$ cat config.mk
export PLATFORM = sky130hd
export DESIGN_NAME = regfile_writeback_queue
export DESIGN_NICKNAME = d
export VERILOG_FILES = /design/src/rtl/mips_pkg.sv /design/src/rtl/wb_fifo.sv /design/src/rtl/regfile_writeback_queue.sv
export SDC_FILE = /design/constraint.sdc
export NUM_CORES = 1
export LEC_CHECK = 0
export CORE_MARGIN = 2
export CORE_UTILIZATION = 50
export DETAILED_ROUTE_END_ITERATION = 10
export GPL_ROUTABILITY_DRIVEN = 0
export GPL_TIMING_DRIVEN = 0
export PLACE_DENSITY = 0.75
export SLEW_MARGIN = 10
export SYNTH_ARGS = -nofsm -noshare
export SYNTH_HDL_FRONTEND = slang
export SYNTH_SLANG_ARGS = --single-unit
$ cat constraint.sdc
create_clock -name clk -period 7.7 [get_ports clk]
set_input_delay 1.155 -clock clk [delete_from_list [all_inputs] [get_ports clk]]
set_output_delay 1.155 -clock clk [all_outputs]
set_load 0.05 [all_outputs]
$ cat src/rtl/mips_pkg.sv
// Shared definitions for the register-file write-back path.
//   ADDR_W     : register address width (32 registers)
//   DATA_W     : register data width
//   NUM_REGS   : number of architectural registers
//   wb_entry_t : one pending register write (destination address + data)
//   reg_onehot : one-hot decode of a register address, used for the pending mask
package mips_pkg;

  localparam int ADDR_W   = 5;
  localparam int DATA_W   = 32;
  localparam int NUM_REGS = 32'd1 << ADDR_W;

  typedef struct packed {
    logic [ADDR_W-1:0] addr;
    logic [DATA_W-1:0] data;
  } wb_entry_t;

  function automatic logic [NUM_REGS-1:0] reg_onehot(input logic [ADDR_W-1:0] addr);
    logic [NUM_REGS-1:0] vec;
    vec       = '0;
    vec[addr] = 1'b1;
    return vec;
  endfunction

endpackage

$ cat src/rtl/wb_fifo.sv
// In-order queue of pending register writes.
// Accepts up to two pushes per cycle (push0 lands ahead of push1) and at most
// one pop per cycle. The caller guarantees it never overfills or pops empty.
//   clk, reset             : clock, synchronous active-high reset
//   push0_valid/entry      : first (older) entry to append
//   push1_valid/entry      : second (younger) entry to append
//   pop                    : remove the head entry this cycle
//   head_entry             : current head of the queue
//   count                  : number of occupied entries (0..DEPTH)
//   entry_valid, slots     : per-physical-slot occupancy and contents
module wb_fifo
  import mips_pkg::*;
#(
  parameter  int DEPTH = 4,
  localparam int CW    = $clog2(DEPTH) + 1
) (
  input  logic                   clk,
  input  logic                   reset,
  input  logic                   push0_valid,
  input  wb_entry_t              push0_entry,
  input  logic                   push1_valid,
  input  wb_entry_t              push1_entry,
  input  logic                   pop,
  output wb_entry_t              head_entry,
  output logic [CW-1:0]          count,
  output logic [DEPTH-1:0]       entry_valid,
  output wb_entry_t [DEPTH-1:0]  slots
);

  localparam int AW = CW - 1;

  wb_entry_t [DEPTH-1:0] mem_q, mem_d;
  logic [AW-1:0]         wr_ptr_q, wr_ptr_d;
  logic [AW-1:0]         rd_ptr_q, rd_ptr_d;
  logic [CW-1:0]         count_q, count_d;
  logic [1:0]            push_n_s;
  logic [AW-1:0]         slot_b_s;

  // Next-state: storage writes, pointer advance and occupancy update
  always_comb begin
    mem_d    = mem_q;
    slot_b_s = wr_ptr_q + AW'(1);
    push_n_s = {1'b0, push0_valid} + {1'b0, push1_valid};
    if (push0_valid) begin
      mem_d[wr_ptr_q] = push0_entry;
      if (push1_valid) begin
        mem_d[slot_b_s] = push1_entry;
      end else begin
        mem_d[slot_b_s] = mem_q[slot_b_s];
      end
    end else if (push1_valid) begin
      // A lone younger push takes the first free slot.
      mem_d[wr_ptr_q] = push1_entry;
    end else begin
      mem_d = mem_q;
    end
    // Truncating the push count to AW bits keeps the pointer modulo DEPTH.
    wr_ptr_d = wr_ptr_q + AW'(push_n_s);
    if (pop) begin
      rd_ptr_d = rd_ptr_q + AW'(1);
    end else begin
      rd_ptr_d = rd_ptr_q;
    end
    count_d = count_q + CW'(push_n_s) - CW'(pop);
  end

  // Occupancy per physical slot: a slot is live if its distance from the
  // read pointer is below the current count.
  always_comb begin
    logic [AW-1:0] offset;
    offset      = '0;
    entry_valid = '0;
    for (int i = 0; i < DEPTH; i++) begin
      offset         = AW'(i) - rd_ptr_q;
      entry_valid[i] = ({1'b0, offset} < count_q);
    end
  end

  // State registers
  always_ff @(posedge clk) begin
    if (reset) begin
      mem_q    <= '0;
      wr_ptr_q <= '0;
      rd_ptr_q <= '0;
      count_q  <= '0;
    end else begin
      mem_q    <= mem_d;
      wr_ptr_q <= wr_ptr_d;
      rd_ptr_q <= rd_ptr_d;
      count_q  <= count_d;
    end
  end

  assign head_entry = mem_q[rd_ptr_q];
  assign count      = count_q;
  assign slots      = mem_q;

endmodule

$ cat src/rtl/regfile_writeback_queue.sv
// Producer side of the register file's single write port.
// Merges load results (mem) and ALU results into an in-order queue and drains
// it one write per cycle onto registered we / writeRegister / writeData.
//   clk, reset                       : clock, synchronous active-high reset
//   mem_valid/ready/addr/data        : load-result handshake
//   alu_valid/ready/addr/data        : ALU-result handshake
//   we, writeRegister, writeData     : registered register-file write port
//   pending                          : registers with a write still in flight
//   idle                             : queue empty and no write on the port
module regfile_writeback_queue
  import mips_pkg::*;
#(
  parameter int DEPTH  = 4,
  parameter int DATA_W = mips_pkg::DATA_W,
  parameter int ADDR_W = mips_pkg::ADDR_W
) (
  input  logic                   clk,
  input  logic                   reset,
  input  logic                   mem_valid,
  output logic                   mem_ready,
  input  logic [ADDR_W-1:0]      mem_addr,
  input  logic [DATA_W-1:0]      mem_data,
  input  logic                   alu_valid,
  output logic                   alu_ready,
  input  logic [ADDR_W-1:0]      alu_addr,
  input  logic [DATA_W-1:0]      alu_data,
  output logic                   we,
  output logic [ADDR_W-1:0]      writeRegister,
  output logic [DATA_W-1:0]      writeData,
  output logic [2**ADDR_W-1:0]   pending,
  output logic                   idle
);

  localparam int CW = $clog2(DEPTH) + 1;

  wb_entry_t             mem_entry_s, alu_entry_s, head_s;
  wb_entry_t [DEPTH-1:0] slots_s;
  logic [DEPTH-1:0]      entry_valid_s;
  logic [CW-1:0]         count_s, free_s;
  logic                  mem_push_s, alu_push_s, pop_s;
  logic                  we_q, we_d;
  logic [ADDR_W-1:0]     wr_reg_q, wr_reg_d;
  logic [DATA_W-1:0]     wr_data_q, wr_data_d;
  logic [2**ADDR_W-1:0]  pending_s;

  // Credit is based only on the count at the start of the cycle, so a pop in
  // the same cycle never opens a slot. When both sources are valid the ALU
  // needs two free slots because the load claims the first one.
  always_comb begin
    free_s    = CW'(DEPTH) - count_s;
    mem_ready = (free_s != '0);
    if (mem_valid) begin
      alu_ready = (free_s >= CW'(2));
    end else begin
      alu_ready = (free_s != '0);
    end
  end

  // Writes to register 0 complete their handshake but are dropped here.
  always_comb begin
    mem_entry_s = '{addr: mem_addr, data: mem_data};
    alu_entry_s = '{addr: alu_addr, data: alu_data};
    mem_push_s  = mem_valid && mem_ready && (mem_addr != '0);
    alu_push_s  = alu_valid && alu_ready && (alu_addr != '0);
    pop_s       = (count_s != '0);
  end

  // Load entry is pushed first: it belongs to the older instruction.
  wb_fifo #(.DEPTH(DEPTH)) u_fifo (
    .clk         (clk),
    .reset       (reset),
    .push0_valid (mem_push_s),
    .push0_entry (mem_entry_s),
    .push1_valid (alu_push_s),
    .push1_entry (alu_entry_s),
    .pop         (pop_s),
    .head_entry  (head_s),
    .count       (count_s),
    .entry_valid (entry_valid_s),
    .slots       (slots_s)
  );

  // Output stage: present the head for one cycle, otherwise hold address/data.
  always_comb begin
    we_d      = 1'b0;
    wr_reg_d  = wr_reg_q;
    wr_data_d = wr_data_q;
    if (pop_s) begin
      we_d      = 1'b1;
      wr_reg_d  = head_s.addr;
      wr_data_d = head_s.data;
    end else begin
      we_d = 1'b0;
    end
  end

  // Output-stage registers
  always_ff @(posedge clk) begin
    if (reset) begin
      we_q      <= 1'b0;
      wr_reg_q  <= '0;
      wr_data_q <= '0;
    end else begin
      we_q      <= we_d;
      wr_reg_q  <= wr_reg_d;
      wr_data_q <= wr_data_d;
    end
  end

  // Pending mask covers every live queue slot plus the write on the port.
  always_comb begin
    pending_s = '0;
    for (int i = 0; i < DEPTH; i++) begin
      if (entry_valid_s[i]) begin
        pending_s = pending_s | reg_onehot(slots_s[i].addr);
      end else begin
        pending_s = pending_s;
      end
    end
    if (we_q) begin
      pending_s = pending_s | reg_onehot(wr_reg_q);
    end else begin
      pending_s = pending_s;
    end
    pending_s[0] = 1'b0;
  end

  assign pending       = pending_s;
  assign we            = we_q;
  assign writeRegister = wr_reg_q;
  assign writeData     = wr_data_q;
  assign idle          = (count_s == '0) && !we_q;

endmodule

# ---- Word level (Yosys, flattened, before mapping)
# Cells that the tools add are included.
dict set report classes {
  n_addsub 11
  n_lt_le_gt_ge 20
  muxes 32
  bitwise_logic 4
  n_reduce_logical 19
}
# op count
set ops {}
lappend ops {{bitwise mux 148 bit} 4}
lappend ops {{2-to-1 mux 148 bit} 3}
lappend ops {{2-to-1 mux 32 bit} 5}
lappend ops {{binary-select mux 37 bit (select 2 bit)} 2}
lappend ops {{demux 37 bit (select 2 bit)} 2}
lappend ops {{2-to-1 mux 37 bit} 4}
lappend ops {{OR 32 bit} 4}
lappend ops {{less-than comparator 5 x 6 -> 1 bit (second input constant)} 5}
lappend ops {{demux 1 bit (select 5 bit)} 5}
lappend ops {{greater-or-equal comparator 5 x 1 -> 1 bit (second input constant)} 5}
lappend ops {{logical AND 1 bit} 12}
lappend ops {{less-than comparator 2 x 3 -> 1 bit} 4}
lappend ops {{nonzero test 5 bit} 2}
lappend ops {{less-than comparator 2 x 3 -> 1 bit (second input constant)} 3}
lappend ops {{2-to-1 mux 1 bit} 7}
lappend ops {{nonzero test 3 bit} 2}
lappend ops {{adder 2 x 1 -> 2 bit (second input constant)} 2}
lappend ops {{greater-or-equal comparator 2 x 1 -> 1 bit (second input constant)} 2}
lappend ops {{subtractor 1 x 2 -> 2 bit (first input constant)} 2}
lappend ops {{subtractor 2 bit (first input constant)} 2}
lappend ops {{adder 3 x 2 -> 3 bit} 1}
lappend ops {{greater-or-equal comparator 3 x 2 -> 1 bit (second input constant)} 1}
lappend ops {{logical NOT 3 bit} 1}
lappend ops {{subtractor 3 x 1 -> 3 bit} 1}
lappend ops {{5 further kinds} 5}
dict set report word_totals {
  register_bits 193
  inputBits 78
  out_inout_bits 73
  elab_cells 100
}

# ---- Depth between registers and ports, before layout
dict set report logic_depth {
  depth_word 13
  mapped_depth 14
  ltp_nobuf 13
}

# ---- By module
# A second synthesis with hierarchy kept.
dict set report hier_totals {
  hier_cells 1691
  area_unflattened_um2 14511.4
}
# module instances cells_each area_each_um2 seq_area_each_um2
set by_module_without_submodules {}
lappend by_module_without_submodules {wb_fifo 1 1342 11657.4 3103.0}
lappend by_module_without_submodules {regfile_writeback_queue 1 349 2854.0 760.7}

# ---- Least setup slack after synthesis
# No wires, ideal clock.
dict set report synth_timing {
  path_type {register -> output}
  startpoint {reg u_fifo.rd_ptr_q[0]}
  endpoint {out pending[22]}
  arrival_time_ps 2716
  required_time_ps 6545
  setup_slack_ps 3829
  stages_incl_launch_ff 11
  n_path_buf 4
  path_cell_list {dfxtp_1 -> buf_2 -> buf_2 -> buf_2 -> xnor2_1 -> inv_1 -> ha_1 -> a21oi_1 -> o21ai_1 -> buf_2 -> o211ai_1}
}
dict set report synth_via {
  elab_chain_cells 11
  elab_cells_between_ends 17
  cone_classes {4 x add/sub; 4 x order compare; 5 x mux; 4 x bitwise}
}
# item line
set synth_rtl {}
lappend synth_rtl {{from (decl)} wb_fifo.sv:34} ;# logic [AW-1:0] rd_ptr_q, rd_ptr_d;
lappend synth_rtl {{from (signal assigned)} wb_fifo.sv:89} ;# rd_ptr_q <= rd_ptr_d;
lappend synth_rtl {{subtractor 1 x 2 -> 2 bit} wb_fifo.sv:74} ;# offset = AW'(i) - rd_ptr_q;
lappend synth_rtl {{less-than comparator 2 x 3 -> 1 bit} wb_fifo.sv:75} ;# entry_valid[i] = ({1'b0, offset} < count_q);
lappend synth_rtl {{2-to-1 mux 32 bit} regfile_writeback_queue.sv:114} ;# if (entry_valid_s[i]) begin
lappend synth_rtl {{OR 32 bit} regfile_writeback_queue.sv:115} ;# pending_s = pending_s | reg_onehot(slots_s[i].addr);
lappend synth_rtl {{2-to-1 mux 32 bit} regfile_writeback_queue.sv:114}
lappend synth_rtl {{OR 32 bit} regfile_writeback_queue.sv:115}
lappend synth_rtl {{2-to-1 mux 32 bit} regfile_writeback_queue.sv:114}
lappend synth_rtl {{OR 32 bit} regfile_writeback_queue.sv:115}
lappend synth_rtl {{2-to-1 mux 32 bit *} regfile_writeback_queue.sv:114}
lappend synth_rtl {{OR 32 bit} regfile_writeback_queue.sv:121} ;# pending_s = pending_s | reg_onehot(wr_reg_q);
lappend synth_rtl {{2-to-1 mux 32 bit *} regfile_writeback_queue.sv:120} ;# if (we_q) begin
lappend synth_rtl {{to (decl)} regfile_writeback_queue.sv:30} ;# output logic [2**ADDR_W-1:0] pending,
# Every way passes the cells marked *; elsewhere a longest branch is shown, timed or not.

# ---- Final worst setup path
dict set report layout_timing {
  startpoint {reg u_fifo.rd_ptr_q[0]}
  endpoint {out pending[6]}
}
# Same word-level chain as after synthesis.

==> run metrics <==
status=finished, final reports clean; worst vdd ir=217 uV; Core Rows=65; Max Transition Viols Final=0; Tcrit/Tclk final=72.3%; final hold vios=0; RSZ-0062 raised after global routing=no; Seq/Total Area, Yosys=23.9%; Crit. End Element=output pin; number of flops mapped to enable cells by yosys=0; core footprint=31700 sq um; first-pass GRT wire length=98300 um; FFs w/ async S/R, synth=0%; layout cells sized above 1=19.1%; final hold slack=466 ps; Mapped Cells=1821; top cell family by delay on the critical path=buffers and inverters; Antenna Nets Post-Route=0; Final Setup Violations=0; Sw Share=53.4%; min-delay worst type=reg2reg; total CTS buffers=17; die width=184 um; max cap viols=0; Synth area leader=dfxtp_1; # DRC=0; initial antenna violation count=1; area grow syn2layout=13.5%; Worst-Skew Late Latency=470 ps; Die H=184 um; Max clock buf depth=2; Root Buffer=clkbuf_16; crit path launch type=register; # resized after CTS=0; largest net degree at the start of global routing=20; htree depth=4; Worst R2R Setup Slack=3710 ps; Via density=7.56; Top FF cell, synth=dfxtp_1; vias in the first global route=17000; P_int=3760 uW; post-synth top area share=23.9%; top post-synthesis cells by area=dfxtp_1 (24%), mux2i_1 (7.9%), mux4_2 (7.7%); Clk network pwr share=11.9%; number of nets in the layout=2046; Synth Register Bits=193; WL/cell=27.6 um; Overall Power=8060 uW; Clock Sinks=193; TritonCTS clock tree=done; drt pass-1 iters=7; slew margin rel.=34.5%; Bufs and invs on worst path=6; clock-pin slew on the worst setup and hold paths=90 ps; PwrDens=439 nW/um^2; Worst EP arrival=4410 ps; Syn Nets=1918; PortBufs=109; HPWL Detailed=44300 um; CP Class=reg2out; crit-path cells=buf_2 > buf_2 > buf_2 > xnor2_1 > inv_1 > ha_1 > a21oi_1 > o21ai_1 > buf_2 > o22ai_1 > or3_1 > clkdlybuf4s50_1; Congestion Overflow GR=0; Switch Pwr=4300 uW; Comb pwr share=67.2%; Max Fclk=180 MHz; final clock skew=16.5 ps; worst path required time=6550 ps; CP most frequent cell=buf_2; setup TNS=0 ps; dpl ws=2770 ps; vias=17900; drt total wl=65300 um; Initial Util=51.0%; most frequent cells in the layout=nand2_1 (243), dfxtp_1 (193), a21oi_1 (171); drt initial violations=3605; Die ar.=33800 sq um; hold buffer count at CTS=0; Synth warnings=0; Pleak=0.00643 uW; synthesized area per cell=8.88 sq um; Final min period=5570 ps; final setup margin=2130 ps; crit-path max FO=10; Flop pwr share=21.0%; IO Count=151; most common cell after layout, fill and taps aside=nand2_1; post-CTS setup buffer count=0; crit-path max cell delay=710 ps; Overall Global Routing Usage=37.6%; CP max stage cell=clkdlybuf4s50_1; post-synth cell types=64; Syn Std Cell Area=16200 sq um; worst-margin pin slew=982 ps
-- cell usage after synthesis (all sizes together), types with 7 or more instances --
cell,number
nor4,20
o21ai,132
a221o,20
ha,18
nor3,30
mux2i,128
nor2,72
or3,21
o22ai,51
dfxtp,193
a211o,8
nand3,19
and2,7
clkbuf,109
nand2b,10
buf,119
nand2,244
mux4,74
inv,18
o31ai,128
nor2b,16
a21oi,176
a221oi,152
-- sequential cells by signal, indices dropped and copies added, names as in the netlist --
register	flops
writeData	32
writeRegister	5
u_fifo.wr_ptr_q	2
u_fifo.slots	148
we	1
u_fifo.rd_ptr_q	2
u_fifo.count	3
-- area by class of cell --
class / instances / area (sq um)
Inverter: 18 / 67.6
Tap cell: 402 / 503
Timing Repair Buffer: 109 / 1090
Fill cell: 2844 / 13400
Clock inverter: 14 / 164
Multi-Input combinational cell: 1380 / 10800
Buffer: 230 / 1400
Clock buffer: 17 / 425
Antenna cell: 1 / 2.50
Sequential cell: 193 / 3860
-- path summary, 6_finish.rpt --
path                            to               start  cells after the start
hold reg to reg      writeData[22]       writeData[22]                      2
setup / recovery        pending[6]  u_fifo.rd_ptr_q[0]                     12
hold / removal       writeData[22]       writeData[22]                      2
setup reg to reg  u_fifo.slots[16]     u_fifo.count[1]                     13
-- per-stage QoR --
step | util [%] | cells | area [sq um]
finish | 57.9 | 2364 | 18400
global placement | 56.0 | 2332 | 17800
detailed placement | 56.0 | 2332 | 17800
global route | 57.9 | 2363 | 18300
CTS | 57.9 | 2363 | 18300
floorplan | - | 1821 | 16200
-- tightest hold or removal path: cells and delay by family, from the launching register on --
family,cells,cell delay [ps]
flops,1,320
simple gates,1,60
compound gates,1,50
-- per-layer routing --
metal / up-vias / global-route usage, % / share of wire, %
li1: 7301 / - / -
met2: 1844 / 56.9 / 42
met1: 8275 / 47.9 / 36
met4: 0 / 21.3 / 6.6
met3: 456 / 10.9 / 15
met5: - / 0.741 / 0
-- power groups by stage --
stage / combinational (uW) / sequential (uW) / clock, uW
floorplan: 3520 / 1790 / 0
global placement: 5060 / 1660 / 0
detailed placement: 5170 / 1680 / 0
CTS: 5190 / 1660 / 949
global route: 5600 / 1720 / 979
finish: 5410 / 1690 / 957
-- cells by family (layout without fill, tap and decap cells) --
group,Yosys count,in the layout,share of synthesized area (%)
compound gates,691,691,33.2
xor+xnor,6,6,0.325
fa+ha+maj,19,19,1.52
buf+inv,248,388,9.09
flops,193,193,23.9
mux,202,202,18.6
other cells,1,2,0.0232
simple gates,461,461,13.3
Note: power is estimated with default switching activity, not from simulation.
